[config.mk]
export PLATFORM = sky130hd
export DESIGN_NAME = mem_init_ram
export DESIGN_NICKNAME = d
export VERILOG_FILES = /design/src/rtl/mem_init_ram.sv
export SDC_FILE = /design/constraint.sdc
export NUM_CORES = 1
export LEC_CHECK = 0
export CAP_MARGIN = 20
export CORE_MARGIN = 1.5
export CORE_UTILIZATION = 50
export CTS_CLUSTER_SIZE = 10
export DETAILED_ROUTE_END_ITERATION = 16
export HOLD_SLACK_MARGIN = 0.15
export PLACE_DENSITY_LB_ADDON = 0.12
export SYNTH_ARGS = -nofsm -noshare
export SYNTH_HDL_FRONTEND = slang
export SYNTH_SLANG_ARGS = --single-unit
[constraint.sdc]
create_clock -name clk -period 2.1 [get_ports clk]
set_clock_uncertainty 0.2 [all_clocks]
set_input_delay 0.42 -clock clk [delete_from_list [all_inputs] [get_ports clk]]
set_output_delay 0.42 -clock clk [all_outputs]
set_load 0.005 [all_outputs]
[src/rtl/mem_init_ram.sv]
// mem_init_ram: simple-dual-port synchronous RAM with a hardware init fill.
// After reset, or on init_req, every word is written with INIT_VALUE, one word
// per clock. User writes have per-byte enables. Reads return data after
// RD_LATENCY clocks (1 or 2), marked by rd_valid.
// Optional feature macro: MEM_PARITY_EN. It adds per-byte even parity storage,
// the wr_par_inv error-injection input and the rd_par_err output.

module mem_init_ram #(
  parameter int unsigned ADDR_WIDTH = 3,
  parameter int unsigned DATA_WIDTH = 16,
  parameter logic [DATA_WIDTH-1:0] INIT_VALUE = {DATA_WIDTH{1'b1}},
  parameter int unsigned RD_LATENCY = 1
) (
  input  logic                      clk,
  input  logic                      rst,
  input  logic                      init_req,
  output logic                      busy,
  input  logic                      wr_en,
  input  logic [ADDR_WIDTH-1:0]     wr_addr,
  input  logic [DATA_WIDTH/8-1:0]   wr_be,
  input  logic [DATA_WIDTH-1:0]     wr_data,
`ifdef MEM_PARITY_EN
  input  logic                      wr_par_inv,
  output logic                      rd_par_err,
`endif
  input  logic                      rd_en,
  input  logic [ADDR_WIDTH-1:0]     rd_addr,
  output logic [DATA_WIDTH-1:0]     rd_data,
  output logic                      rd_valid
);

  localparam int unsigned DEPTH  = 2 ** ADDR_WIDTH;
  localparam int unsigned NBYTES = DATA_WIDTH / 8;

  // Parameter legality checks, resolved at elaboration
  if ((DATA_WIDTH == 0) || ((DATA_WIDTH % 8) != 0)) begin : g_bad_width
    $error("mem_init_ram: DATA_WIDTH must be a non-zero multiple of 8");
  end

  typedef enum logic {
    ST_INIT,
    ST_IDLE
  } state_t;

  state_t                  state;
  state_t                  state_nxt;
  logic [ADDR_WIDTH-1:0]   cnt;
  logic [ADDR_WIDTH-1:0]   cnt_nxt;

  logic                    init_we;
  logic                    user_we;
  logic                    rd_fire;
  logic [DATA_WIDTH-1:0]   arr_data;

  logic [DATA_WIDTH-1:0]   mem [DEPTH];

`ifdef MEM_PARITY_EN
  logic [NBYTES-1:0]       mem_par [DEPTH];
  logic                    arr_err;

  // Even parity bit per byte: the byte plus its parity bit hold an even count of ones
  function automatic logic [NBYTES-1:0] byte_par(input logic [DATA_WIDTH-1:0] d);
    logic [NBYTES-1:0] p;
    p = '0;
    for (int k = 0; k < NBYTES; k++) begin
      p[k] = ^d[8*k +: 8];
    end
    return p;
  endfunction
`endif

  // Init sequencer state, fill counter and registered busy flag
  always_ff @(posedge clk or posedge rst) begin
    if (rst) begin
      state <= ST_INIT;
      cnt   <= '0;
      busy  <= 1'b1;
    end else begin
      state <= state_nxt;
      cnt   <= cnt_nxt;
      busy  <= (state_nxt == ST_INIT);
    end
  end

  // Next-state logic: walk every address once, then idle until init_req
  always_comb begin
    state_nxt = state;
    cnt_nxt   = cnt;
    case (state)
      ST_INIT: begin
        cnt_nxt = cnt + ADDR_WIDTH'(1);
        if (cnt == ADDR_WIDTH'(DEPTH - 1)) begin
          state_nxt = ST_IDLE;
          cnt_nxt   = '0;
        end
      end
      ST_IDLE: begin
        if (init_req) begin
          state_nxt = ST_INIT;
          cnt_nxt   = '0;
        end
      end
      default: begin
        state_nxt = ST_INIT;
        cnt_nxt   = '0;
      end
    endcase
  end

  // Fill writes are held off while rst is high so reset alone never alters the array
  assign init_we = (state == ST_INIT) && !rst;
  assign user_we = wr_en && !busy;
  assign rd_fire = rd_en && !busy;

  // Array write port: init fill has priority; user writes honour byte enables
  always_ff @(posedge clk) begin
    if (init_we) begin
      mem[cnt] <= INIT_VALUE;
`ifdef MEM_PARITY_EN
      mem_par[cnt] <= byte_par(INIT_VALUE);
`endif
    end else if (user_we) begin
      for (int k = 0; k < NBYTES; k++) begin
        if (wr_be[k]) begin
          mem[wr_addr][8*k +: 8] <= wr_data[8*k +: 8];
`ifdef MEM_PARITY_EN
          mem_par[wr_addr][k] <= (^wr_data[8*k +: 8]) ^ wr_par_inv;
`endif
        end
      end
    end
  end

  // Array read port; sampled by the output pipeline, giving read-first behaviour
  assign arr_data = mem[rd_addr];
`ifdef MEM_PARITY_EN
  assign arr_err  = |(mem_par[rd_addr] ^ byte_par(arr_data));
`endif

  if (RD_LATENCY == 1) begin : g_lat1
    // Single output register stage
    always_ff @(posedge clk or posedge rst) begin
      if (rst) begin
        rd_valid   <= 1'b0;
        rd_data    <= '0;
`ifdef MEM_PARITY_EN
        rd_par_err <= 1'b0;
`endif
      end else begin
        rd_valid   <= rd_fire;
        if (rd_fire) begin
          rd_data <= arr_data;
        end
`ifdef MEM_PARITY_EN
        rd_par_err <= rd_fire && arr_err;
`endif
      end
    end
  end else if (RD_LATENCY == 2) begin : g_lat2
    logic                  s1_valid;
    logic [DATA_WIDTH-1:0] s1_data;
`ifdef MEM_PARITY_EN
    logic                  s1_err;
`endif
    // Array output register followed by the output register
    always_ff @(posedge clk or posedge rst) begin
      if (rst) begin
        s1_valid   <= 1'b0;
        s1_data    <= '0;
        rd_valid   <= 1'b0;
        rd_data    <= '0;
`ifdef MEM_PARITY_EN
        s1_err     <= 1'b0;
        rd_par_err <= 1'b0;
`endif
      end else begin
        s1_valid <= rd_fire;
        if (rd_fire) begin
          s1_data <= arr_data;
        end
        rd_valid <= s1_valid;
        if (s1_valid) begin
          rd_data <= s1_data;
        end
`ifdef MEM_PARITY_EN
        s1_err     <= rd_fire && arr_err;
        rd_par_err <= s1_valid && s1_err;
`endif
      end
    end
  end else begin : g_bad_lat
    $error("mem_init_ram: RD_LATENCY must be 1 or 2");
  end

endmodule

**Yosys cells after proc, flatten, opt, wreduce, memory -nomap -nowiden**

Memories as Yosys holds them, arrays and structs flattened. A register that Yosys moved wholly into a read port is not among the register bits.
Index checks and enable logic that the tools add are counted.

- Flip-flop bits (word level): 6
- Latch bits: 0
- Word-level logic and storage cells: 35
- Memories kept: 1
- Input port bits: 29
- Bits in writable memories: 128
- Output and inout bits: 18
- Memory bits (read-only): 0

Memory list:

| name | words | width | read ports | clocked after memory_dff | wr ports | RTL line | source |
|---|---|---|---|---|---|---|---|
| mem | 8 | 16 | 1 | 1 | 1 | 55 | `logic [DATA_WIDTH-1:0] mem [DEPTH];` |

- Bitwise gates (word level): 2
- Multiply operators: 0
- Order comparisons: 0
- Shifts and indexed selects: 0
- Multiplexer cells: 19
- Div/mod/pow operators: 0
- Reductions and logical operators: 6
- Add/sub/neg operators: 1
- Eq/ne operators: 2

Operator list:

| operator | count |
|---|---|
| 2-to-1 mux 16 bit | 1 |
| OR reduction 16 bit | 1 |
| 2-to-1 mux 1 bit | 12 |
| 2-to-1 mux 3 bit | 3 |
| one-hot mux 3 bit (2 select lines) | 1 |
| adder 3 x 1 -> 3 bit (second input constant) | 1 |
| equality test 3 bit (second input constant) | 1 |
| logical AND 1 bit | 3 |
| logical NOT 1 bit | 2 |
| 2-to-1 mux 2 bit | 1 |
| inequality test 2 bit (second input constant) | 1 |
| inverter 1 bit | 2 |
| one-hot mux 1 bit (2 select lines) | 1 |

**Depth between registers and ports, before layout**

- Word-level depth: 7
- Gate-level depth with buffers: 6
- Mapped depth without buffers: 4

**Worst setup path before layout**

Ideal clock, no wire load.

- Path type: input port to flip-flop
- Start point: in wr_be[0]
- End point: mem mem[3][0] (enable)
- Buffers on the path: 1
- Slack: -0.092 ns
- Cell stages on the path: 4
- Library setup time: 0.375 ns
- Data arrival time: 1.617 ns
- Data required time: 1.525 ns
- Path through: or2_1 buf_2 a311o_1 a21oi_1

- Cells in the longest elaborated chain, start to end: 6
- Elaborated cells on any way between the ends: 7
- Classes of those cells: mux: 6; reduce/logical: 1

RTL lines:

| element | RTL line | source |
|---|---|---|
| start: declaration | 20 | `input logic [DATA_WIDTH/8-1:0] wr_be,` |
| 2-to-1 mux 1 bit * | 124 | `if (wr_be[k]) begin` |
| 2-to-1 mux 1 bit * | 122 | `end else if (user_we) begin` |
| 2-to-1 mux 1 bit * | 117 | `if (init_we) begin` |
| 2-to-1 mux 1 bit (implied by the code) * | 125 | `mem[wr_addr][8*k +: 8] <= wr_data[8*k +: 8];` |
| OR reduction 16 bit (no source line) | n/a |  |
| 2-to-1 mux 3 bit (no source line) / 2-to-1 mux 2 bit (equally long branches) | n/a |  |
| end: declaration | 55 |  |

Every way passes the cells marked *; elsewhere a longest branch is shown, timed or not.

**Worst setup path in the final report**

- Start point: in rst
- End point: mem mem[2][8] (enable)

- Cells in the longest elaborated chain, start to end: 6
- Elaborated cells on any way between the ends: 11
- Classes of those cells: mux: 8; reduce/logical: 3

RTL lines:

| element | RTL line | source |
|---|---|---|
| start: declaration | 15 | `input logic rst,` |
| logical NOT 1 bit (no source line) * | n/a |  |
| logical AND 1 bit * | 111 | `assign init_we = (state == ST_INIT) && !rst;` |
| 2-to-1 mux 1 bit | 117 |  |
| 2-to-1 mux 1 bit (implied by the code) | 125 |  |
| OR reduction 16 bit (no source line) | n/a |  |
| 2-to-1 mux 3 bit (no source line) / 2-to-1 mux 2 bit (equally long branches) | n/a |  |

Marked as above.

==> qor.yml <==
worst_setup_path:
  r2r-end: "mem[1][15]"
  r2r-start: "busy"
  cp-start-kind: "input pin"
  path_cells: "clkdlybuf4s50_1 > nor2_2 > buf_4 > o311ai_1 > a21oi_1 > buf_4"
  r2r_cells: 6
  cp_max_fo: 9
  required_ns: 2.08
  crit_end: "mem[2][8]"
  slowest_stage: "clkdlybuf4s50_1"
  path_class: "in -> reg"
  r2r_setup_slack_ns: 0.11
  cp-end-kind: "flop"
  crit_path_frequent_cell: "buf_4"
  crit_start: "rst"
  max_stage_delay_ns: 0.51
  arrival_ns: 1.98
final_layout:
  multi_input_area_um2: 1729
  layout-drive-gt1-share: 0.2315
  register_area_um2: 4395
  fin_util: 0.6421
  n_antenna_cell: 0
  nNetsFinal: 519
  syn2layout_area_growth_pct: 24.10
  fillers: 916
synth:
  synth_commonest_cells: "edfxtp_1 (128), mux2i_1 (32), nand2_1 (23), mux2_2 (22), dfrtp_1 (21)"
  synthCells: 395
  synth_top_cell_by_area: "edfxtp_1"
  synth_flop_cell: "edfxtp_1"
  synth_cell_types: 37
  synth_edf_count: 128
  netlist_area_um2: 6292
  yosysMostFrequentCell: "edfxtp_1"
  netlist.area_leader.share: 0.6109
  ys_seq_elements: 150
  syn-num-nets: 426
  synth_warnings: 0
  synth.top_cells.by_area: "edfxtp_1 (61%), dfrtp_1 (8.4%), mux2i_1 (5.1%), mux2_2 (3.9%), a22o_1 (2.2%)"
  yosysSeqAreaShare: 0.6985
  syn_area_per_cell_um2: 15.93
  async_reset_ff_frac: 0.1467
drt:
  final_antenna_net_count: 0
  wl_met1_mm: 5.491
  wl_met3_um: 647
  wl_met2_mm: 6.004
  drc: 0
  vias: 3652
  drtIter0Drc: 233
  routed.top_layer: "met4"
  vias_per_cell: 5.459
  wirelength_mm: 12.41
  wire_per_inst_um: 18.55
  dr.pass1.iters: 4
global_routing:
  grt_pass1_vias: 3599
  gr-total-overflow: 0
  grtUsageTotal: 0.2042
  antenna_found_initial: 0
  grt_pass1_wl_mm: 19.32
  grt_max_degree: 34
timing:
  period_share: 0.9564
  setup_viol: 0
  hold_violations: 0
  relSlewSlack: 0.6590
  rsz0062_at_grt: "no"
  holdWs_ns: 0.1593
  max_freq_ghz: 0.4979
  worst_pin_slew_ns: 0.5035
  finalMaxSlewViolations: 0
  min_period_ns: 2.008
placement:
  io_buffers: 46
  hpwl_mm: 8.618
  globalplace.congestion: 0.8736
flow_run:
  cap_violations: 0
clock_network:
  ctsHoldBuffers: 0
  cts_root_buffer: "clkbuf_16"
  ctsLongestPathBuffers: 2
  cts_setup_buffers: 0
  cts.sink_count: 150
  ctsHtreeMaxLevel: 4
  clk_latency_ns: 0.42
  cts_tree: "done"
  clk_pin_slew_ns: 0.06
  cts_buffers: 17
floorplan:
  core_um2: 12160
  io_pins: 47
  fp.dieW_um: 115.2
  start_util: 0.5174
  die_h_um: 115.2
  fp.dieArea_um2: 13270
  rows: 40
worst_hold_path:
  hold_path.class: "in -> async"
outcome:
  status: "complete, no violations"
power_and_ir_drop:
  powerDensity_nw_per_um2: 1107
  power_leakage_uw: 0.002704
  totalPowerFinal_uw: 8645
  peakVddDrop_uv: 662.1
-- kinds of logic after synthesis --
group / Yosys count / share of synthesized area
adders and majority gates: 2 / 0.003976
buffers and inverters: 28 / 0.02843
DFF: 150 / 0.6985
and+or+nand+nor: 73 / 0.06502
AOI/OAI and AO/OA: 78 / 0.09584
muxes: 64 / 0.1082
-- where the power goes --
group	internal (µW)	leakage (µW)	switching, µW	total [µW]
clock	1840	0.000274	1090	2930
combinational	867	0.00111	896	1760
sequential	3760	0.00132	190	3950
-- per-stage QoR --
stage | setup slack (ns) | TNS (ns) | cell area [µm²] | cells
2_1_floorplan | -0.09222 | -2.951 | 6292 | 395
3_3_place_gp | -0.3850 | -52.58 | 7223 | 637
3_5_place_dp | -0.4120 | -68.06 | 7223 | 637
4_1_cts | 0.001733 | 0 | 7795 | 669
5_1_grt | 0.01375 | 0 | 7809 | 669
6_report | 0.09153 | 0 | 7809 | 669
-- worst max-delay path: cells and delay by family --
kind            cells  cell delay (ns)
compound gates      2             0.63
buf+inv             3             0.88
simple gates        1             0.05
-- sequential cells by signal, indices dropped and copies added, names as in the netlist --
| register | flops |
|---|---|
| busy | 1 |
| rd_data | 16 |
| state | 1 |
| rd_valid | 1 |
| mem | 128 |
| cnt | 3 |
-- area by class of cell --
cell class	count	area share
Tap cell	168	0.02692
Inverter	7	0.003365
Multi-Input combinational cell	217	0.2214
Timing Repair Buffer	95	0.1122
Clock buffer	20	0.05592
Clock inverter	12	0.01730
Sequential cell	150	0.5629
-- placed cells by master (no fill, tap or decap), types with 6 or more instances in the layout --
cell type	count
nand2b_1	19
dfrtp_1	21
mux2_2	22
mux2i_1	32
nand4_1	7
edfxtp_1	128
a22o_1	16
mux2_1	10
o22ai_1	18
o31ai_1	6
clkbuf_16	17
buf_4	45
clkdlybuf4s50_1	44
a21oi_1	15
o31ai_2	10
inv_1	7
nand2_1	23
-- what timing repair did --
item	4_1_cts	5_1_grt
gates resized for setup	0	3
endpoints found under the hold margin	0	0
endpoints found under the setup margin	0	24
-- worst min-delay path by stage --
stage / from / to / slack, ns / cells past startpoint
2_1_floorplan: rst / cnt[0] / 0.21 / 1
3_3_place_gp: rd_data[0] / rd_data[0] / 0.26 / 2
3_5_place_dp: rd_data[5] / rd_data[5] / 0.27 / 2
4_1_cts: rst / rd_data[7] / 0.15 / 2
5_1_grt: rst / rd_data[7] / 0.19 / 2
6_report: rst / rd_data[4] / 0.16 / 2
-- metal layers --
layer  up-vias  GRT usage
li1       1731          -
met1      1794     0.2682
met2       103     0.3294
met3        24    0.04586
met4         0    0.08971
met5         -          0
(Power assumes the default switching activity.)
